`config.mk`:
```
export PLATFORM = sky130hd
export DESIGN_NAME = fifo_enq_arbiter
export DESIGN_NICKNAME = d
export VERILOG_FILES = /design/src/rtl/fifo_enq_arbiter.sv
export SDC_FILE = /design/constraint.sdc
export NUM_CORES = 1
export LEC_CHECK = 0
export BUFFER_PORTS_ARGS = -buffer_cell sky130_fd_sc_hd__buf_2
export CAP_MARGIN = 0
export CORE_ASPECT_RATIO = 1.75
export CORE_MARGIN = 3
export CORE_UTILIZATION = 35
export CTS_BUF_LIST = sky130_fd_sc_hd__clkbuf_8
export DETAILED_ROUTE_END_ITERATION = 16
export GPL_TIMING_DRIVEN = 0
export PLACE_DENSITY = 0.78
export SLEW_MARGIN = 10
export SYNTH_ARGS = -nofsm -noshare
export SYNTH_HDL_FRONTEND = slang
export SYNTH_SLANG_ARGS = --single-unit
export TNS_END_PERCENT = 5
```
`constraint.sdc`:
```
create_clock -name clk -period 2.5 [get_ports clk]
set_clock_uncertainty 0.05 [all_clocks]
set_input_delay 0.375 -clock clk [delete_from_list [all_inputs] [get_ports clk]]
set_output_delay 0.375 -clock clk [all_outputs]
set_load 0.01 [all_outputs]
```
`src/rtl/fifo_enq_arbiter.sv`:
```
// Round-robin, packet-locked arbiter that shares one FIFO write port between
// N_REQ requesters and tags every enqueued word with its owner's ID.
module fifo_enq_arbiter #(
  parameter int N_REQ = 4,
  parameter int WIDTH = 32,
  localparam int ID_W = (N_REQ > 1) ? $clog2(N_REQ) : 1
) (
  input  logic                   clk,
  input  logic                   rstn,
  input  logic [N_REQ-1:0]       req_valid,
  input  logic [N_REQ*WIDTH-1:0] req_data,
  input  logic [N_REQ-1:0]       req_last,
  output logic [N_REQ-1:0]       req_ready,
  input  logic                   fifo_full,
  output logic                   fifo_enq,
  output logic [ID_W+WIDTH-1:0]  fifo_data,
  output logic                   grant_valid,
  output logic [ID_W-1:0]        grant_id,
  output logic [15:0]            stall_cnt
);

  typedef enum logic {IDLE, LOCKED} state_t;

  state_t          state;
  logic [ID_W-1:0] rr_ptr;
  logic [ID_W-1:0] pick_id;
  logic            pick_any;
  logic [ID_W:0]   idx;
  logic            xfer;

  // Search order starts at rr_ptr and wraps at N_REQ; one spare bit holds rr_ptr+k.
  always_comb begin
    pick_id  = '0;
    pick_any = 1'b0;
    idx      = '0;
    for (int unsigned k = 0; k < N_REQ; k++) begin
      idx = {1'b0, rr_ptr} + (ID_W+1)'(k);
      if (idx >= (ID_W+1)'(N_REQ))
        idx = idx - (ID_W+1)'(N_REQ);
      if (!pick_any && req_valid[idx[ID_W-1:0]]) begin
        pick_any = 1'b1;
        pick_id  = idx[ID_W-1:0];
      end
    end
  end

  always_comb begin
    req_ready = '0;
    if (!rstn && state == LOCKED && !fifo_full)
      req_ready[grant_id] = 1'b1;
  end

  assign xfer      = !rstn && state == LOCKED && req_valid[grant_id] && !fifo_full;
  assign fifo_enq  = xfer;
  assign fifo_data = {grant_id, req_data[int'(grant_id)*WIDTH +: WIDTH]};

  always_ff @(posedge clk) begin
    if (rstn) begin
      state       <= IDLE;
      rr_ptr      <= '0;
      grant_valid <= 1'b0;
      grant_id    <= '0;
      stall_cnt   <= '0;
    end else begin
      case (state)
        IDLE: begin
          if (pick_any) begin
            state       <= LOCKED;
            grant_valid <= 1'b1;
            grant_id    <= pick_id;
          end
        end
        LOCKED: begin
          if (xfer && req_last[grant_id]) begin
            state       <= IDLE;
            grant_valid <= 1'b0;
            rr_ptr      <= (int'(grant_id) == N_REQ - 1) ? '0 : grant_id + 1'b1;
          end
        end
        default: state <= IDLE;
      endcase
      if (state == LOCKED && req_valid[grant_id] && fifo_full && stall_cnt != '1)
        stall_cnt <= stall_cnt + 16'd1;
    end
  end

endmodule

```
==> run summary <==
Post-CTS Setup Bufs: 0
vias in the first global route: 2432
# fillers: 505
cell accounting for the most synthesized area: mux4_2
cell mode on critical path: buf_2
RSZ-0062 raised after global routing: yes
clock sink count: 22
Pins Over Slew Limit: 0
multi-input logic area: 1530 sq um
CTS root buffer: clkbuf_8
top-count cell post-synth: mux4_2
drt pass-1 iters: 4
CTS Buffer Depth: 2
FF+latch area: 440 sq um
crit path max fanout: 10
Gate Count Post-Synth: 188
fin crit period: 2.41 ns
Reg-to-Reg End: stall_cnt[11]
Remaining DRCs: 0
VDD IR max: 0.292 mV
Avg Inst Size Synth: 11.0 sq um
Num CTS Buffers: 3
syn nets: 332
Slew headroom: 58.9%
CP Data Arrival Time: 1.99 ns
ys flop type: dfxtp_1
Initial Util: 36.6%
DRT antenna net count: 0
Final Hold Fails: 0
Worst EP required: 2.08 ns
Final setup violation count: 0
DR vias/cell: 5.34
slowest stage cell, crit path: clkbuf_1
min setup slack post-route: 0.0873 ns
R2R Path Start: grant_id[1]
Seq cells post-synth: 22
mux contribution to synthesized area: 39.2%
GRT Total Usage: 24.2%
post-synthesis compound-gate area fraction: 5.65%
worst min-delay path endpoint: stall_cnt[9]
vias: 2498
CTS tree: yes
Rows: 36
post-synthesis simple-gate area fraction: 21.6%
detailed router's first-iteration violation count: 88
Crit. End Element: primary output
core area: 5630 sq um
post-synth top area share: 35.0%
initial antenna violation count: 12
crit share post-route: 96.5%
largest net degree at the start of global routing: 13
clk_lat worst skew: 0.27 ns
share of cells above drive strength 1: 64.2%
global route overflow: 0
Least-Margin Pin Slew: 0.611 ns
sequential share of the synthesized area: 21.4%
dpl hpwl: 7670 microns
Post-synth EDFFs: 0
Syn-to-layout area delta: 55.8%
WL final: 8840 microns
die height: 107 microns
worst hold stages: 2
PD cells: 315 nW/um^2
Critical Path Max Stage Delay: 0.45 ns
I/O pin total: 197
post-place setup slack: 0.215 ns
status: complete, no violations
adder-cell share of the synthesized area: 3.04%
number of hold-repair buffers added at the cts stage: 0
die area: 6880 sq um
Nets: 533
commonest cells in the netlist: 32 x mux4_2, 22 x dfxtp_1, 18 x nor2_1
HP Class: input port to flop
first-pass GRT wire length: 12400 microns
Hold Crit Start: rstn
synth warn: 0
xor and xnor area share after synthesis: 4.68%
max-cap violations: 0
critical path type: flop to primary output
Reg2Reg Depth: 6
cell area after synthesis: 2060 sq um
number of H-tree levels: 1
fin util: 57.0%
Tot Pwr: 1010 uW
main combinational cell family by area after synthesis: multiplexers
routed length per instance: 18.9 microns
Max Freq: 0.414 GHz
# port buffers: 196
top cells by area, synth: mux4_2 35%, dfxtp_1 21%, xnor2_1 4.7%, nor2_1 3.3%, ha_1 3.0%
Die W: 64.0 microns
Pleak: 0.00152 uW
startpoint types: flop
routability congestion estimate from global placement: 0.887
Yosys cell types: 41
CP cell instances: buf_2 > clkbuf_1 > mux4_2 > buf_2
setup slack, reg-to-reg: 0.38 ns
FFs w/ async S/R, synth: 0%
Clk pin slew, worst setup/hold paths: 0.08 ns
[cell families after synthesis]
| group | Yosys count |
|---|---|
| AO/OA/AOI/OAI | 19 |
| XOR/XNOR | 11 |
| adder cells (fa/ha/maj) | 5 |
| buffers and inverters | 19 |
| flip-flops | 22 |
| multiplexers | 37 |
| AND/OR/NAND/NOR | 75 |
[flip-flops by register name, indices dropped and copies added, names as in the netlist]
name,cells
stall_cnt,16
grant_id,2
rr_ptr,2
grant_valid,1
state,1
[layout by cell type, fill, tap and decap left out, types with 2 or more instances in the layout]
master / netlist / routed
buf_2: 4 / 199
mux4_2: 32 / 32
dfxtp_1: 22 / 22
nor2_1: 18 / 18
xnor2_1: 11 / 11
nor3_1: 11 / 11
nand2_1: 10 / 10
a21oi_1: 8 / 8
and2_1: 6 / 6
inv_1: 5 / 5
clkbuf_1: 5 / 5
nand4_1: 5 / 5
nand3_1: 5 / 5
ha_1: 5 / 5
diode_2: 0 / 4
o21ai_0: 4 / 4
clkbuf_8: 0 / 4
nor4_1: 3 / 3
clkbuf_4: 0 / 2
nor3b_1: 2 / 2
mux4_1: 2 / 2
mux2i_1: 2 / 2
nor4_4: 2 / 2
o211ai_1: 2 / 2
or3_1: 2 / 2
nor2b_1: 2 / 2
buf_4: 2 / 2
[worst max path at each step]
stage	to	slack [ns]	depth (start not counted)	startpoint
final	fifo_data[8]	0.09	4	grant_id[1]
after global routing	fifo_data[9]	-0.008	4	grant_id[1]
after CTS	fifo_data[18]	0.07	4	grant_id[1]
after detailed placement	req_ready[0]	0.22	6	grant_id[1]
after global placement	req_ready[0]	0.34	6	grant_id[1]
after floorplan	stall_cnt[11]	0.53	6	grant_id[0]
[layer usage]
layer,track usage (%),routed length [microns],up-vias
li1,-,-,1137
met1,20.5,2630,1162
met2,43.7,4530,159
met3,15.4,1360,30
met4,9.27,277,10
met5,0,51,-
[critical path: cells and delay by family, from the launching register on]
family / cells / cell delay (ns)
buffers and inverters: 3 / 0.88
DFF: 1 / 0.44
muxes: 1 / 0.39
[report_power, final]
group          leakage [uW]  switching (uW)  internal, uW
Sequential         0.000178            6.99           357
Combinational       0.00131             162           220
Clock             0.0000288             124           141
[repair_timing]
item                                    CTS  global route
endpoints found under the hold margin     0             0
resized for setup                         1             3
endpoints found under the setup margin    2             6
pin swaps                                 0             0
[through the flow]
stage | instance area, sq um | hold slack [ns] | cells | TNS, ns
6_report | 3210 | 0.385 | 468 | 0
5_1_grt | 3210 | 0.402 | 468 | -0.0217
4_1_cts | 3190 | 0.388 | 464 | 0
3_5_place_dp | 3140 | 0.429 | 460 | 0
3_3_place_gp | 3140 | 0.430 | 460 | 0
2_1_floorplan | 2060 | 0.427 | 188 | 0
[final cells by class]
cell class	instances	share of cell area, %
Sequential cell	22	13.7
Clock buffer	4	1.72
Buffer	14	2.50
Antenna cell	4	0.312
Tap cell	76	2.96
Inverter	5	0.585
Timing Repair Buffer	196	30.6
Multi-Input combinational cell	147	47.6
Note: power is estimated with default switching activity, not from simulation.
